[src/rtl/hazard_unit.sv]
// hazard_unit: stall/bubble/hold sequencing and operand forwarding select for a 5-stage pipeline.
// Optional feature: define FORWARDING_EN to forward MEM/WB results so that only EX load-use stalls.
module hazard_unit (
  input  logic        clk,
  input  logic        rst_n,
  input  logic [4:0]  id_src_reg_num_1,
  input  logic [4:0]  id_src_reg_num_2,
  input  logic        id_src_used_1,
  input  logic        id_src_used_2,
  input  logic [4:0]  ex_dst_reg_num,
  input  logic [4:0]  mem_dst_reg_num,
  input  logic [4:0]  wb_dst_reg_num,
  input  logic        ex_reg_write_enable,
  input  logic        mem_reg_write_enable,
  input  logic        wb_reg_write_enable,
  input  logic        ex_mem_read,
  input  logic        ex_branch_taken,
  input  logic        ex_mc_start,
  input  logic        ex_mc_done,
  output logic        if_hold,
  output logic        ex_bubble,
  output logic        ex_hold,
  output logic        pc_offset,
  output logic [1:0]  forward_sel_1,
  output logic [1:0]  forward_sel_2,
  output logic [15:0] stall_cycles
);

  // state   | meaning
  // RUN     | normal issue; hazards, branches and multicycle starts are evaluated
  // STALL   | remaining bubble cycles of a multi-cycle stall, counted down by cnt
  // WAIT_MC | pipeline frozen until the multicycle unit reports done
  typedef enum logic [1:0] {RUN, STALL, WAIT_MC} state_t;

  state_t     state;
  logic [1:0] cnt;
  logic       ex_m1, ex_m2, mem_m1, mem_m2, wb_m1, wb_m2;
  logic [1:0] stall_len;
  logic [1:0] fs1, fs2;
  logic       hazard;
  logic       if_hold_c, ex_bubble_c, ex_hold_c, pc_offset_c;

  assign ex_m1  = id_src_used_1 && ex_reg_write_enable  && (ex_dst_reg_num  != 5'd0) && (id_src_reg_num_1 == ex_dst_reg_num);
  assign ex_m2  = id_src_used_2 && ex_reg_write_enable  && (ex_dst_reg_num  != 5'd0) && (id_src_reg_num_2 == ex_dst_reg_num);
  assign mem_m1 = id_src_used_1 && mem_reg_write_enable && (mem_dst_reg_num != 5'd0) && (id_src_reg_num_1 == mem_dst_reg_num);
  assign mem_m2 = id_src_used_2 && mem_reg_write_enable && (mem_dst_reg_num != 5'd0) && (id_src_reg_num_2 == mem_dst_reg_num);
  assign wb_m1  = id_src_used_1 && wb_reg_write_enable  && (wb_dst_reg_num  != 5'd0) && (id_src_reg_num_1 == wb_dst_reg_num);
  assign wb_m2  = id_src_used_2 && wb_reg_write_enable  && (wb_dst_reg_num  != 5'd0) && (id_src_reg_num_2 == wb_dst_reg_num);

`ifdef FORWARDING_EN
  always_comb begin
    stall_len = (ex_mem_read && (ex_m1 || ex_m2)) ? 2'd1 : 2'd0;
    fs1 = mem_m1 ? 2'b01 : (wb_m1 ? 2'b10 : 2'b00);
    fs2 = mem_m2 ? 2'b01 : (wb_m2 ? 2'b10 : 2'b00);
  end
`else
  // Without forwarding the load flag is irrelevant: every producer match stalls.
  logic unused_ex_mem_read;
  assign unused_ex_mem_read = ex_mem_read;

  always_comb begin
    fs1 = 2'b00;
    fs2 = 2'b00;
    if (ex_m1 || ex_m2)        stall_len = 2'd3;
    else if (mem_m1 || mem_m2) stall_len = 2'd2;
    else if (wb_m1 || wb_m2)   stall_len = 2'd1;
    else                       stall_len = 2'd0;
  end
`endif

  assign hazard = (stall_len != 2'd0);

  always_comb begin
    if_hold_c   = 1'b0;
    ex_bubble_c = 1'b0;
    ex_hold_c   = 1'b0;
    pc_offset_c = 1'b0;
    case (state)
      RUN: begin
        if (ex_branch_taken) begin
          pc_offset_c = 1'b1;
        end else if (hazard) begin
          if_hold_c   = 1'b1;
          ex_bubble_c = 1'b1;
        end else if (ex_mc_start) begin
          if_hold_c = 1'b1;
          ex_hold_c = 1'b1;
        end
      end
      STALL: begin
        if (ex_branch_taken) begin
          pc_offset_c = 1'b1;
        end else begin
          if_hold_c   = 1'b1;
          ex_bubble_c = 1'b1;
        end
      end
      WAIT_MC: begin
        if (!ex_mc_done) begin
          if_hold_c = 1'b1;
          ex_hold_c = 1'b1;
        end
      end
      default: ;
    endcase
  end

  // Reset gates the control outputs directly so they drop without waiting for a clock.
  assign if_hold       = rst_n && if_hold_c;
  assign ex_bubble     = rst_n && ex_bubble_c;
  assign ex_hold       = rst_n && ex_hold_c;
  assign pc_offset     = rst_n && pc_offset_c;
  assign forward_sel_1 = rst_n ? fs1 : 2'b00;
  assign forward_sel_2 = rst_n ? fs2 : 2'b00;

  always_ff @(posedge clk or negedge rst_n) begin
    if (!rst_n) begin
      state <= RUN;
      cnt   <= 2'd0;
    end else begin
      case (state)
        RUN: begin
          if (!ex_branch_taken) begin
            if (hazard) begin
              if (stall_len > 2'd1) begin
                cnt   <= stall_len - 2'd1;
                state <= STALL;
              end
            end else if (ex_mc_start) begin
              state <= WAIT_MC;
            end
          end
        end
        STALL: begin
          if (ex_branch_taken) begin
            cnt   <= 2'd0;
            state <= RUN;
          end else begin
            cnt <= cnt - 2'd1;
            if (cnt <= 2'd1) state <= RUN;
          end
        end
        WAIT_MC: begin
          if (ex_mc_done) state <= RUN;
        end
        default: begin
          cnt   <= 2'd0;
          state <= RUN;
        end
      endcase
    end
  end

  always_ff @(posedge clk or negedge rst_n) begin
    if (!rst_n)
      stall_cycles <= 16'd0;
    else if (if_hold && (stall_cycles != 16'hFFFF))
      stall_cycles <= stall_cycles + 16'd1;
  end

endmodule

[config.mk]
export PLATFORM = sky130hd
export DESIGN_NAME = hazard_unit
export DESIGN_NICKNAME = d
export VERILOG_FILES = /design/src/rtl/hazard_unit.sv
export SDC_FILE = /design/constraint.sdc
export NUM_CORES = 1
export LEC_CHECK = 0
export CORE_ASPECT_RATIO = 1.5
export CORE_UTILIZATION = 38
export CTS_CLUSTER_SIZE = 16
export DETAILED_ROUTE_END_ITERATION = 16
export PLACE_DENSITY_LB_ADDON = 0.08
export SLEW_MARGIN = 30
export SYNTH_ARGS = -nofsm -noshare
export SYNTH_HDL_FRONTEND = slang
export SYNTH_SLANG_ARGS = --single-unit
[constraint.sdc]
create_clock -name clk -period 3.9 [get_ports clk]
set_input_delay 0.78 -clock clk [delete_from_list [all_inputs] [get_ports clk]]
set_output_delay 0.78 -clock clk [all_outputs]
set_load 0.01 [all_outputs]
==> flow_summary.json <==
{
  "path_class": "in -> out",
  "nets": 277,
  "grt_usage_pct": 22.9,
  "critPathRequiredTime_ns": 3.12,
  "core_um2": 3750,
  "port_buffers": 54,
  "period_minus_slack_ns": 3.81,
  "syn_to_final_growth_pct": 54.2,
  "place_hpwl_um": 3550,
  "vdd_ir_drop_max_mv": 0.416,
  "synth_fa_ha_area_share_pct": 3.29,
  "yosys_register_bits": 20,
  "drv_slew": 0,
  "antenna_found_initial": 0,
  "critPathArrivalTime_ns": 3.03,
  "cts_hold_buffers": 0,
  "layout-drive-gt1-share_pct": 17.4,
  "ios": 60,
  "rows": 27,
  "synth_edf_count": 0,
  "route.vias.total": 1493,
  "clockBufferDepth": 2,
  "async_flop_share_pct": 100,
  "place_area_um2": 2220,
  "synthFlopType": "dfrtp_1",
  "die_area_um2": 4260,
  "status": "finished clean",
  "cap_violations": 0,
  "final_cell_mix": "clkdlybuf4s50_1 (37), xor2_1 (29), dfrtp_1 (20), buf_4 (20), xnor2_1 (16)",
  "antenna_left": 0,
  "setup_viol": 0,
  "rrSetupSlack_ns": 2.00,
  "initial_core_util_pct": 40.5,
  "die_x_um": 53.6,
  "yosysWarnings": 0,
  "synth_top_family_by_area": "XOR/XNOR gates",
  "path_max_fanout": 4,
  "max_freq_mhz": 262,
  "cts_buffers": 3,
  "drt-wirelength-per-cell_um": 15.9,
  "hold_violations": 0,
  "clock-sinks": 20,
  "clkTransAtPathRegs_ns": 0.07,
  "grt_pass1_wl_um": 7080,
  "p_total_uw": 708,
  "final_design_area_no_fill_um2": 2340,
  "synth.distinct_cells": 38,
  "antenna-diode-count": 0,
  "leakagePower_uw": 0.00104,
  "synthesis.area_um2": 1520,
  "grt_overflow": 0,
  "fin_hold_ws_ns": 0.499,
  "grt_max_degree": 13,
  "avgSynthCellArea_um2": 9.49,
  "hold_class": "reg -> reg",
  "tns_ns": 0,
  "clk_latency_ns": 0.26,
  "crit_path_end_kind": "output pin",
  "cts_root_buffer": "clkbuf_8",
  "seq_area_frac_synth_pct": 32.9,
  "die_y_um": 79.4,
  "detail_route.wirelength_um": 4440,
  "drcViolationCount": 0,
  "fin_crit_sh_pct": 97.7,
  "drt-pass1-iter-count": 4,
  "drt_iter0_drc": 33,
  "place_congestion": 0.865,
  "worstSetupStartpointType": "input port",
  "setup_ws_ns": 0.0904,
  "p_per_area_nw_per_um2": 302,
  "synthXorXnorAreaFrac_pct": 25.9,
  "final_common_cell": "clkdlybuf4s50_1",
  "grt_pass1_vias": 1594,
  "fillers": 324,
  "cts_htree_levels": 1,
  "pre_cts_ws_ns": -0.409,
  "finClkSkew_ns": 0.00265,
  "synth_compound_area_share_pct": 9.88,
  "cts_tree": "done",
  "synth-simple-area-share_pct": 23.2,
  "synth_cells": 160,
  "synthMuxAreaShare_pct": 1.48,
  "via_per_inst": 5.35
}
[flip-flops by register name, indices dropped and copies added, names as in the netlist]
name          count
cnt               2
stall_cycles     16
state             2
[Yosys cell counts (2+ instances only)]
cell / instances / area [um2]
and2_1: 3 / 18.8
a21o_1: 2 / 15.0
nand2b_1: 3 / 18.8
buf_4: 4 / 30.0
inv_1: 2 / 7.51
nand2_1: 9 / 33.8
nand3_1: 12 / 60.1
o211ai_1: 2 / 15.0
o21ai_1: 2 / 10.0
xnor2_1: 16 / 140
and4_1: 3 / 26.3
ha_1: 4 / 50.1
nor2_1: 6 / 22.5
xor2_1: 29 / 254
or4_1: 3 / 22.5
dfrtp_1: 20 / 500
nand4_1: 6 / 37.5
a21oi_1: 5 / 25.0
o21a_1: 2 / 15.0
nor3_1: 4 / 20.0
nor4_1: 6 / 37.5
[final timing paths]
kind / from / endpoint / depth (start not counted)
max in group asynchronous: rst_n / stall_cycles[5] / 2
hold reg to reg: stall_cycles[5] / stall_cycles[5] / 1
min in group asynchronous: rst_n / stall_cycles[8] / 2
setup reg to reg: state[1] / stall_cycles[14] / 6
hold / removal: stall_cycles[5] / stall_cycles[5] / 1
setup / recovery: ex_dst_reg_num[3] / ex_bubble / 11
[timing repair]
item                       CTS  global route
pin swaps                    2             8
setup endpoints to repair    3             3
gates resized for setup     16            12
setup buffers                1             2
[through the flow]
| step | instances | util [%] |
|---|---|---|
| after global placement | 272 | 59.2 |
| after detailed placement | 272 | 59.2 |
| after CTS | 277 | 61.3 |
| after floorplan | 163 | - |
| after global routing | 279 | 62.5 |
| final | 279 | 62.5 |
[cells by family after synthesis]
kind of cell	count (synthesis)
buffers and inverters	8
other	1
AND/OR/NAND/NOR	61
multiplexers	2
adder cells (fa/ha/maj)	4
XOR/XNOR	45
flip-flops	20
AO/OA/AOI/OAI	19
[cell type report]
class,count,area (um2),area share (%)
clock buffers,4,55.1,2.35
flip-flops and latches,20,500,21.4
well taps,43,53.8,2.30
repair buffers,74,703,30.0
multi-input cells,135,1020,43.5
inverters,3,11.3,0.481
[where the power goes]
group	total (uW)	switching (uW)	internal [uW]
registers	283	40.1	243
clock network	156	66.2	89.8
logic	269	118	151
[critical path, cell delays in order]
cell	delay, ns
clkdlybuf4s50_1	0.47
xor2_1	0.20
nor4_1	0.29
nand3_1	0.13
a21oi_2	0.25
a21o_1	0.15
inv_2	0.03
ha_2	0.17
buf_4	0.15
a21oi_2	0.16
clkdlybuf4s15_2	0.24
[metal layers]
layer	global-route usage (%)	routed length (um)	vias to the layer above
li1	-	-	717
met1	22.2	1530	694
met2	41.5	2470	58
met3	4.19	229	24
met4	14.7	208	0
met5	0	0	-
Note: power is estimated with default switching activity, not from simulation.
